File: src/rtl/signed_divider.sv
// Sequential signed restoring divider: one quotient bit per cycle, then a sign fix.
// Optional divide-by-zero flag port dz enabled by defining DIVIDER_DZ_FLAG_EN.
module signed_divider #(
    parameter int SIZE = 8
) (
    input  logic              clk,
    input  logic              reset,
    input  logic              start,
    input  logic [SIZE-1:0]   data_in,
    output logic [2*SIZE-1:0] data_out,
    output logic              done
`ifdef DIVIDER_DZ_FLAG_EN
    ,
    output logic              dz
`endif
);

    localparam int CNT_W = $clog2(SIZE + 1);

    localparam logic [2:0] S_IDLE   = 3'd0;
    localparam logic [2:0] S_LOAD_A = 3'd1;
    localparam logic [2:0] S_LOAD_B = 3'd2;
    localparam logic [2:0] S_CALC   = 3'd3;
    localparam logic [2:0] S_FIX    = 3'd4;
    localparam logic [2:0] S_DONE   = 3'd5;

    logic [2:0]        state_q, state_d;
    logic [CNT_W-1:0]  count_q, count_d;
    logic              a_neg_q, a_neg_d;
    logic              b_neg_q, b_neg_d;
    logic [SIZE-1:0]   quo_q, quo_d;
    logic [SIZE-1:0]   rem_q, rem_d;
    logic [SIZE-1:0]   div_q, div_d;
    logic [2*SIZE-1:0] data_out_q, data_out_d;
    logic              done_q, done_d;
`ifdef DIVIDER_DZ_FLAG_EN
    logic              dz_q, dz_d;
`endif

    // Magnitudes fit in SIZE unsigned bits: |-2^(SIZE-1)| = 2^(SIZE-1).
    logic [SIZE-1:0] in_mag;
    logic [SIZE:0]   shifted;
    logic            take;
    logic            div_zero;

    // Operand magnitude and restoring-division trial step.
    always_comb begin
        in_mag   = data_in[SIZE-1] ? ({SIZE{1'b0}} - data_in) : data_in;
        shifted  = {rem_q, quo_q[SIZE-1]};
        take     = (shifted >= {1'b0, div_q});
        div_zero = (div_q == {SIZE{1'b0}});
    end

    // Next-state and datapath control.
    always_comb begin
        state_d    = state_q;
        count_d    = count_q;
        a_neg_d    = a_neg_q;
        b_neg_d    = b_neg_q;
        quo_d      = quo_q;
        rem_d      = rem_q;
        div_d      = div_q;
        data_out_d = data_out_q;
        done_d     = 1'b0;
`ifdef DIVIDER_DZ_FLAG_EN
        dz_d       = 1'b0;
`endif
        unique case (state_q)
            S_IDLE: begin
                if (start) begin
                    state_d = S_LOAD_A;
                end
            end
            S_LOAD_A: begin
                a_neg_d = data_in[SIZE-1];
                quo_d   = in_mag;
                rem_d   = {SIZE{1'b0}};
                state_d = S_LOAD_B;
            end
            S_LOAD_B: begin
                b_neg_d = data_in[SIZE-1];
                div_d   = in_mag;
                count_d = CNT_W'(SIZE);
                state_d = S_CALC;
            end
            S_CALC: begin
                // A zero divisor leaves |dividend| intact in quo for FIX.
                if (!div_zero) begin
                    rem_d = take ? (shifted[SIZE-1:0] - div_q)
                                 : shifted[SIZE-1:0];
                    quo_d = {quo_q[SIZE-2:0], take};
                end
                count_d = count_q - CNT_W'(1);
                if (count_q == CNT_W'(1)) begin
                    state_d = S_FIX;
                end
            end
            S_FIX: begin
                if (div_zero) begin
                    quo_d = {SIZE{1'b1}};
                    rem_d = a_neg_q ? ({SIZE{1'b0}} - quo_q) : quo_q;
                end else begin
                    quo_d = (a_neg_q ^ b_neg_q) ? ({SIZE{1'b0}} - quo_q)
                                                : quo_q;
                    rem_d = a_neg_q ? ({SIZE{1'b0}} - rem_q) : rem_q;
                end
                state_d = S_DONE;
            end
            S_DONE: begin
                data_out_d = {rem_q, quo_q};
                done_d     = 1'b1;
`ifdef DIVIDER_DZ_FLAG_EN
                dz_d       = div_zero;
`endif
                state_d    = S_IDLE;
            end
            default: begin
                state_d = S_IDLE;
            end
        endcase
    end

    // State registers with asynchronous clear.
    always_ff @(posedge clk or posedge reset) begin
        if (reset) begin
            state_q    <= S_IDLE;
            count_q    <= '0;
            a_neg_q    <= 1'b0;
            b_neg_q    <= 1'b0;
            quo_q      <= '0;
            rem_q      <= '0;
            div_q      <= '0;
            data_out_q <= '0;
            done_q     <= 1'b0;
`ifdef DIVIDER_DZ_FLAG_EN
            dz_q       <= 1'b0;
`endif
        end else begin
            state_q    <= state_d;
            count_q    <= count_d;
            a_neg_q    <= a_neg_d;
            b_neg_q    <= b_neg_d;
            quo_q      <= quo_d;
            rem_q      <= rem_d;
            div_q      <= div_d;
            data_out_q <= data_out_d;
            done_q     <= done_d;
`ifdef DIVIDER_DZ_FLAG_EN
            dz_q       <= dz_d;
`endif
        end
    end

    assign data_out = data_out_q;
    assign done     = done_q;
`ifdef DIVIDER_DZ_FLAG_EN
    assign dz       = dz_q;
`endif

endmodule
File: config.mk
export PLATFORM = sky130hd
export DESIGN_NAME = signed_divider
export DESIGN_NICKNAME = d
export VERILOG_FILES = /design/src/rtl/signed_divider.sv
export SDC_FILE = /design/constraint.sdc
export NUM_CORES = 1
export LEC_CHECK = 0
export ABC_AREA = 1
export BUFFER_PORTS_ARGS = -buffer_cell sky130_fd_sc_hd__buf_2
export CORE_ASPECT_RATIO = 0.6
export CORE_MARGIN = 2
export CORE_UTILIZATION = 57
export CTS_CLUSTER_SIZE = 12
export DETAILED_ROUTE_END_ITERATION = 12
export HOLD_SLACK_MARGIN = 0.03
export PLACE_DENSITY_LB_ADDON = 0.3
export SLEW_MARGIN = 20
export SYNTH_ARGS = -nofsm -noshare
export SYNTH_HDL_FRONTEND = slang
export SYNTH_SLANG_ARGS = --single-unit
File: constraint.sdc
create_clock -name clk -period 3 [get_ports clk]
set_input_delay 0.45 -clock clk [delete_from_list [all_inputs] [get_ports clk]]
set_output_delay 0.45 -clock clk [all_outputs]
set_load 0.005 [all_outputs]
==> flow_summary.ini, run 1 <==
[clock_network]
htreeDepth = 2
cts_hold_buf = 0
cts_tree = built
root_buffer = clkbuf_8
postCtsSetupBuffers = 0
cts.sinks = 50
clkLatencyLatePin_ns = 0.31
cts_buffers = 5
clk_pin_slew_ns = 0.10
cts-resized-gates = 0
cts_buffer_depth = 2

[synthesis]
avgSynthCellArea_sq_um = 7.09
netlist_area_sq_mm = 0.00344
synth.most_common_cell = nand2_1
synth_flop_cell = dfrtp_1
synth_top_area_share_pct = 36.3
synthDistinctLibCells = 36
yosysTopAreaCell = dfrtp_1
synth_edf_count = 0
synth.yosys.seq_area_share_pct = 36.3
ys_ff_latch = 50
synthTopCellsByCount = 140 x nand2_1, 62 x inv_1, 50 x dfrtp_1
synthCells = 486
synthTopCellsByArea = dfrtp_1 36%, nand2_1 15%, inv_1 6.8%, o21ai_0 6.5%, nand3_1 5.1%
yosys_warnings = 0
synth_fp_nets = 511
async_flop_share_pct = 100

[floorplan]
die_w_um = 104
die_area_sq_mm = 0.00670
die_h_um = 64.2
io_pins = 28
start_util_pct = 60.4
core_sq_mm = 0.00570
num_rows = 21

[global_route]
grt_start_max_net_pins = 51
grt_pass1_vias = 2873
grt_pass1_wl_mm = 14.4
overflow = 0
grt_usage_pct = 27.1
grt_antenna_before_repair = 0

[setup_path]
cp-end-kind = flop
crit_type = reg -> reg
r2r_slack_ns = 0.88
worstPathRequired_ns = 3.19
crit_fanout = 6
cp.arrival_ns = 2.31
critPathLaunchType = flop

[drt]
wl_per_cell_um = 14.5
avgViaCountPerCell = 5.58
drtAntennaViolNets = 0
drc = 0
drt_iter0_drc = 372
totalWireLength_mm = 8.56
dr.pass1.iters = 7
vias = 3305

[sta]
finalSetupViolations = 0
finClkSkew_ns = 0.0104
period_minus_slack_ns = 2.12
worstMarginPinSlew_ns = 0.871
max_freq_mhz = 473
maxSlewHeadroom_pct = 41.9
fin_ws_ns = 0.884
rsz0062_at_grt = false
hold_viol = 0
fin_crit_sh_pct = 70.5
timing.setup.tns_ns = 0
slew_viol_final = 0

[layout]
layout.nets = 536
multi_input_comb_area_sq_mm = 0.00187
fill_cells = 511
insertedDiodeCount = 0
drive_above_1_share_pct = 11.1
fin_util_pct = 65.2
area_growth_pct = 7.85
sequential_cell_area_sq_mm = 0.00125

[power_and_ir_drop]
peakVddDrop_v = 0.000534
power.total_uw = 4660
p_per_area_mw_per_mm2 = 1250
leakagePower_uw = 0.00194

[placement]
hpwl_mm = 6.59
dpl_worst_slack_ns = 0.987
place.gp.congestion = 1.05
port_buffers = 27

[outcome]
status = finished, final reports clean

[hold_path]
hp-class = in -> async

[job]
cap_viol_max_count = 0
## path summary, 6_finish.rpt
path | from | to | cells past startpoint
setup / recovery | div_q[2] | rem_q[3] | 10
hold / removal | reset | data_out[11] | 2
setup reg to reg | div_q[2] | rem_q[3] | 10
hold reg to reg | data_out[0] | data_out[0] | 2
max in group asynchronous | reset | div_q[4] | 2
min in group clk | start | state_q[0] | 3
## flip-flops by register name, summed over array words and instances (netlist names)
register / flops
rem_q: 8
state_q: 3
b_neg_q: 1
div_q: 8
done: 1
data_out: 16
quo_q: 8
count_q: 4
a_neg_q: 1
## routing by layer
metal	track usage, %	vias up	part of all wire [%]
li1	-	1619	-
met1	43.2	1526	50
met2	39.0	150	41
met3	3.47	10	8.1
met4	5.24	0	0.89
met5	0	-	0
## report_power, final
group | internal, uW | switching (uW)
Sequential | 1000 | 290
Combinational | 1050 | 1910
Clock | 165 | 232
Total | 2220 | 2440
## critical path, stage by stage (launching register included)
cell and delay, ns:
dfrtp_1 0.40, inv_1 0.06, ha_1 0.36, nand2_1 0.10, nand2_1 0.08, nand2_1 0.09
nand3_1 0.12, a21oi_1 0.47, nand2_1 0.12, nand3_1 0.13, a21boi_2 0.07
## kinds of logic after synthesis
family / Yosys count / synth area share (%)
and+or+nand+nor: 242 / 31.3
AOI/OAI and AO/OA: 88 / 14.2
buffers and inverters: 79 / 9.48
DFF: 50 / 36.3
adders and majority gates: 14 / 5.30
xor gates and xnor gates: 13 / 3.31
## final cells by class
cell class / count / share of cell area [%]
multi-input combinational: 357 / 50.3
clock buffer: 6 / 1.95
inverter: 69 / 7.21
tap: 80 / 2.69
timing repair buffer: 28 / 3.84
sequential: 50 / 33.7
clock inverter: 2 / 0.370
## through the flow
step	area [sq um]	hold WS (ns)	cells
6_report	3710	0.275	592
5_1_grt	3710	0.376	592
4_1_cts	3710	0.433	592
3_5_place_dp	3630	0.468	584
3_3_place_gp	3630	0.464	584
2_1_floorplan	3440	0.443	486
## cells in the final DEF, fill, tap and decap left out, types with 2 or more instances in the layout
cell,instances
inv_2,3
nand3_2,2
a21boi_2,4
nand3_4,2
a21boi_0,2
clkinv_2,2
nor3_1,3
buf_2,27
nand3_1,35
inv_1,61
clkinv_1,2
nand2_4,4
clkinv_4,2
nand4_1,9
a21oi_1,23
a21boi_1,3
nor2_1,43
clkbuf_8,5
o21ai_1,5
xnor2_1,3
ha_1,13
dfrtp_1,50
xor2_1,10
o21ai_0,45
nand2_1,140
o22ai_1,2
No activity file was read; power rests on OpenSTA's default activity.
==> inputs of run 2 (changes only) <==
Clock period 3 ns to 2.2 ns, I/O delays scaled along.
==> flow_summary.ini, run 2 (synthesis gave the netlist of run 1 again) <==
[clock_network]
htreeDepth = 2
cts_buffer_depth = 2
clk_pin_slew_ns = 0.10
cts.sinks = 50
postCtsSetupBuffers = 0
cts-resized-gates = 0
cts_buffers = 5
root_buffer = clkbuf_8
cts_hold_buf = 0
clkLatencyLatePin_ns = 0.31
cts_tree = built

[drt]
wl_per_cell_um = 14.3
drc = 0
dr.pass1.iters = 5
avgViaCountPerCell = 5.42
totalWireLength_mm = 8.56
vias = 3245
drt_iter0_drc = 345
drtAntennaViolNets = 0

[sta]
finClkSkew_ns = 0.00499
worstMarginPinSlew_ns = 0.578
finalSetupViolations = 0
hold_viol = 0
period_minus_slack_ns = 2.06
fin_ws_ns = 0.136
max_freq_mhz = 484
maxSlewHeadroom_pct = 61.4
slew_viol_final = 0
rsz0062_at_grt = false
timing.setup.tns_ns = 0
fin_crit_sh_pct = 93.8

[layout]
drive_above_1_share_pct = 12.5
layout.nets = 543
insertedDiodeCount = 0
layout_commonest_cell = nand2_1
largest_reg_flops = 16
final_cell_mix = 140 x nand2_1, 61 x inv_1, 50 x dfrtp_1
area_growth_pct = 10.5

[job]
cap_viol_max_count = 0

[global_route]
grt_start_max_net_pins = 33
grt_antenna_before_repair = 0
grt_pass1_wl_mm = 14.8
overflow = 0
grt_usage_pct = 27.7
grt_pass1_vias = 3049

[floorplan]
die_area_sq_mm = 0.00670
core_sq_mm = 0.00570
die_h_um = 64.2
start_util_pct = 60.4
die_w_um = 104
num_rows = 21
io_pins = 28

[placement]
port_buffers = 27
place.gp.congestion = 1.03
dpl_worst_slack_ns = 0.220
hpwl_mm = 6.78

[setup_path]
crit_type = reg -> reg
crit_path_top_delay_cell = a21oi_1
critPathLaunchType = flop
cp.arrival_ns = 2.27
cp_cell_sequence = ha_1 -> nand2_1 -> inv_1 -> nand2_1 -> nand3_1 -> a21oi_1 -> nand2_1 -> nand3_1 -> a21boi_2
crit_fanout = 6
cp-end-kind = flop
cpPeakStageDelay_ns = 0.47
cpMostUsedCell = nand2_1
worstPathRequired_ns = 2.40

[power_and_ir_drop]
peakVddDrop_v = 0.000792
leakagePower_uw = 0.00199
pwr-share-seq_pct = 26.5
switching_power_uw = 3330
intPower_uw = 3190
sw_frac_of_total_pct = 51.1
p_clk_share_pct = 10.2
comb_power_share_pct = 63.2
p_per_area_mw_per_mm2 = 1710

[outcome]
status = finished, final reports clean

[hold_path]
hp-class = in -> async
[run 2: cell count changes in the layout (fill, tap and decap cells not counted), sizes merged]
| cell | change |
|---|---|
| buf | +7 |
| clkinv | -2 |
| inv | +2 |
| bufinv | +1 |
| clkbuf | -1 |
[run 2: final timing paths]
kind | slack [ns] | endpoint | startpoint | cells past startpoint
min in group clk | 0.33 | state_q[0] | start | 3
max in group asynchronous | 1.59 | quo_q[0] | reset | 3
worst max-delay path | 0.14 | rem_q[1] | rem_q[2] | 9
worst min register to register | 0.49 | data_out[11] | data_out[11] | 2
worst min-delay path | 0.07 | data_out[13] | reset | 2
worst max register to register | 0.14 | rem_q[1] | rem_q[2] | 9
[run 2: layout make-up]
class / count / area, sq um
multi-input cells: 357 / 1870
clock buffers: 5 / 68.8
repair buffers: 35 / 208
clock inverters: 3 / 43.8
inverters: 69 / 267
well taps: 80 / 100
fillers: 485 / 1900
flip-flops and latches: 50 / 1250
[run 2: worst max-delay path: cells and delay by family, from the launching register on]
| family | cells | cell delay, ns |
|---|---|---|
| simple gates | 5 | 0.55 |
| compound gates | 2 | 0.53 |
| flops | 1 | 0.44 |
| fa+ha+maj | 1 | 0.39 |
| buf+inv | 1 | 0.05 |
[run 2: power by group through the flow]
stage / registers (uW) / logic (uW) / clock network [uW]
floorplan: 1670 / 3110 / 0
global placement: 1720 / 3930 / 0
detailed placement: 1740 / 4040 / 0
CTS: 1720 / 4060 / 668
global route: 1790 / 4670 / 708
finish: 1730 / 4120 / 668
[run 2: routing by layer]
layer	global-route usage, %	vias up	share of wire, %
li1	-	1625	-
met1	43.1	1489	50
met2	40.1	124	41
met3	5.71	7	8.3
met4	4.39	0	0.53
met5	0	-	0
[run 2: per-stage QoR]
| step | hold WS, ns | instances | util [%] | area [sq um] | total power, uW |
|---|---|---|---|---|---|
| finish | 0.0708 | 599 | 66.7 | 3800 | 6520 |
| global route | 0.117 | 599 | 66.7 | 3800 | 7170 |
| CTS | 0.0919 | 599 | 66.7 | 3800 | 6450 |
| detailed placement | 0.418 | 591 | 64.8 | 3690 | 5770 |
| global placement | 0.409 | 591 | 64.8 | 3690 | 5650 |
| floorplan | 0.443 | 486 | - | 3440 | 4780 |
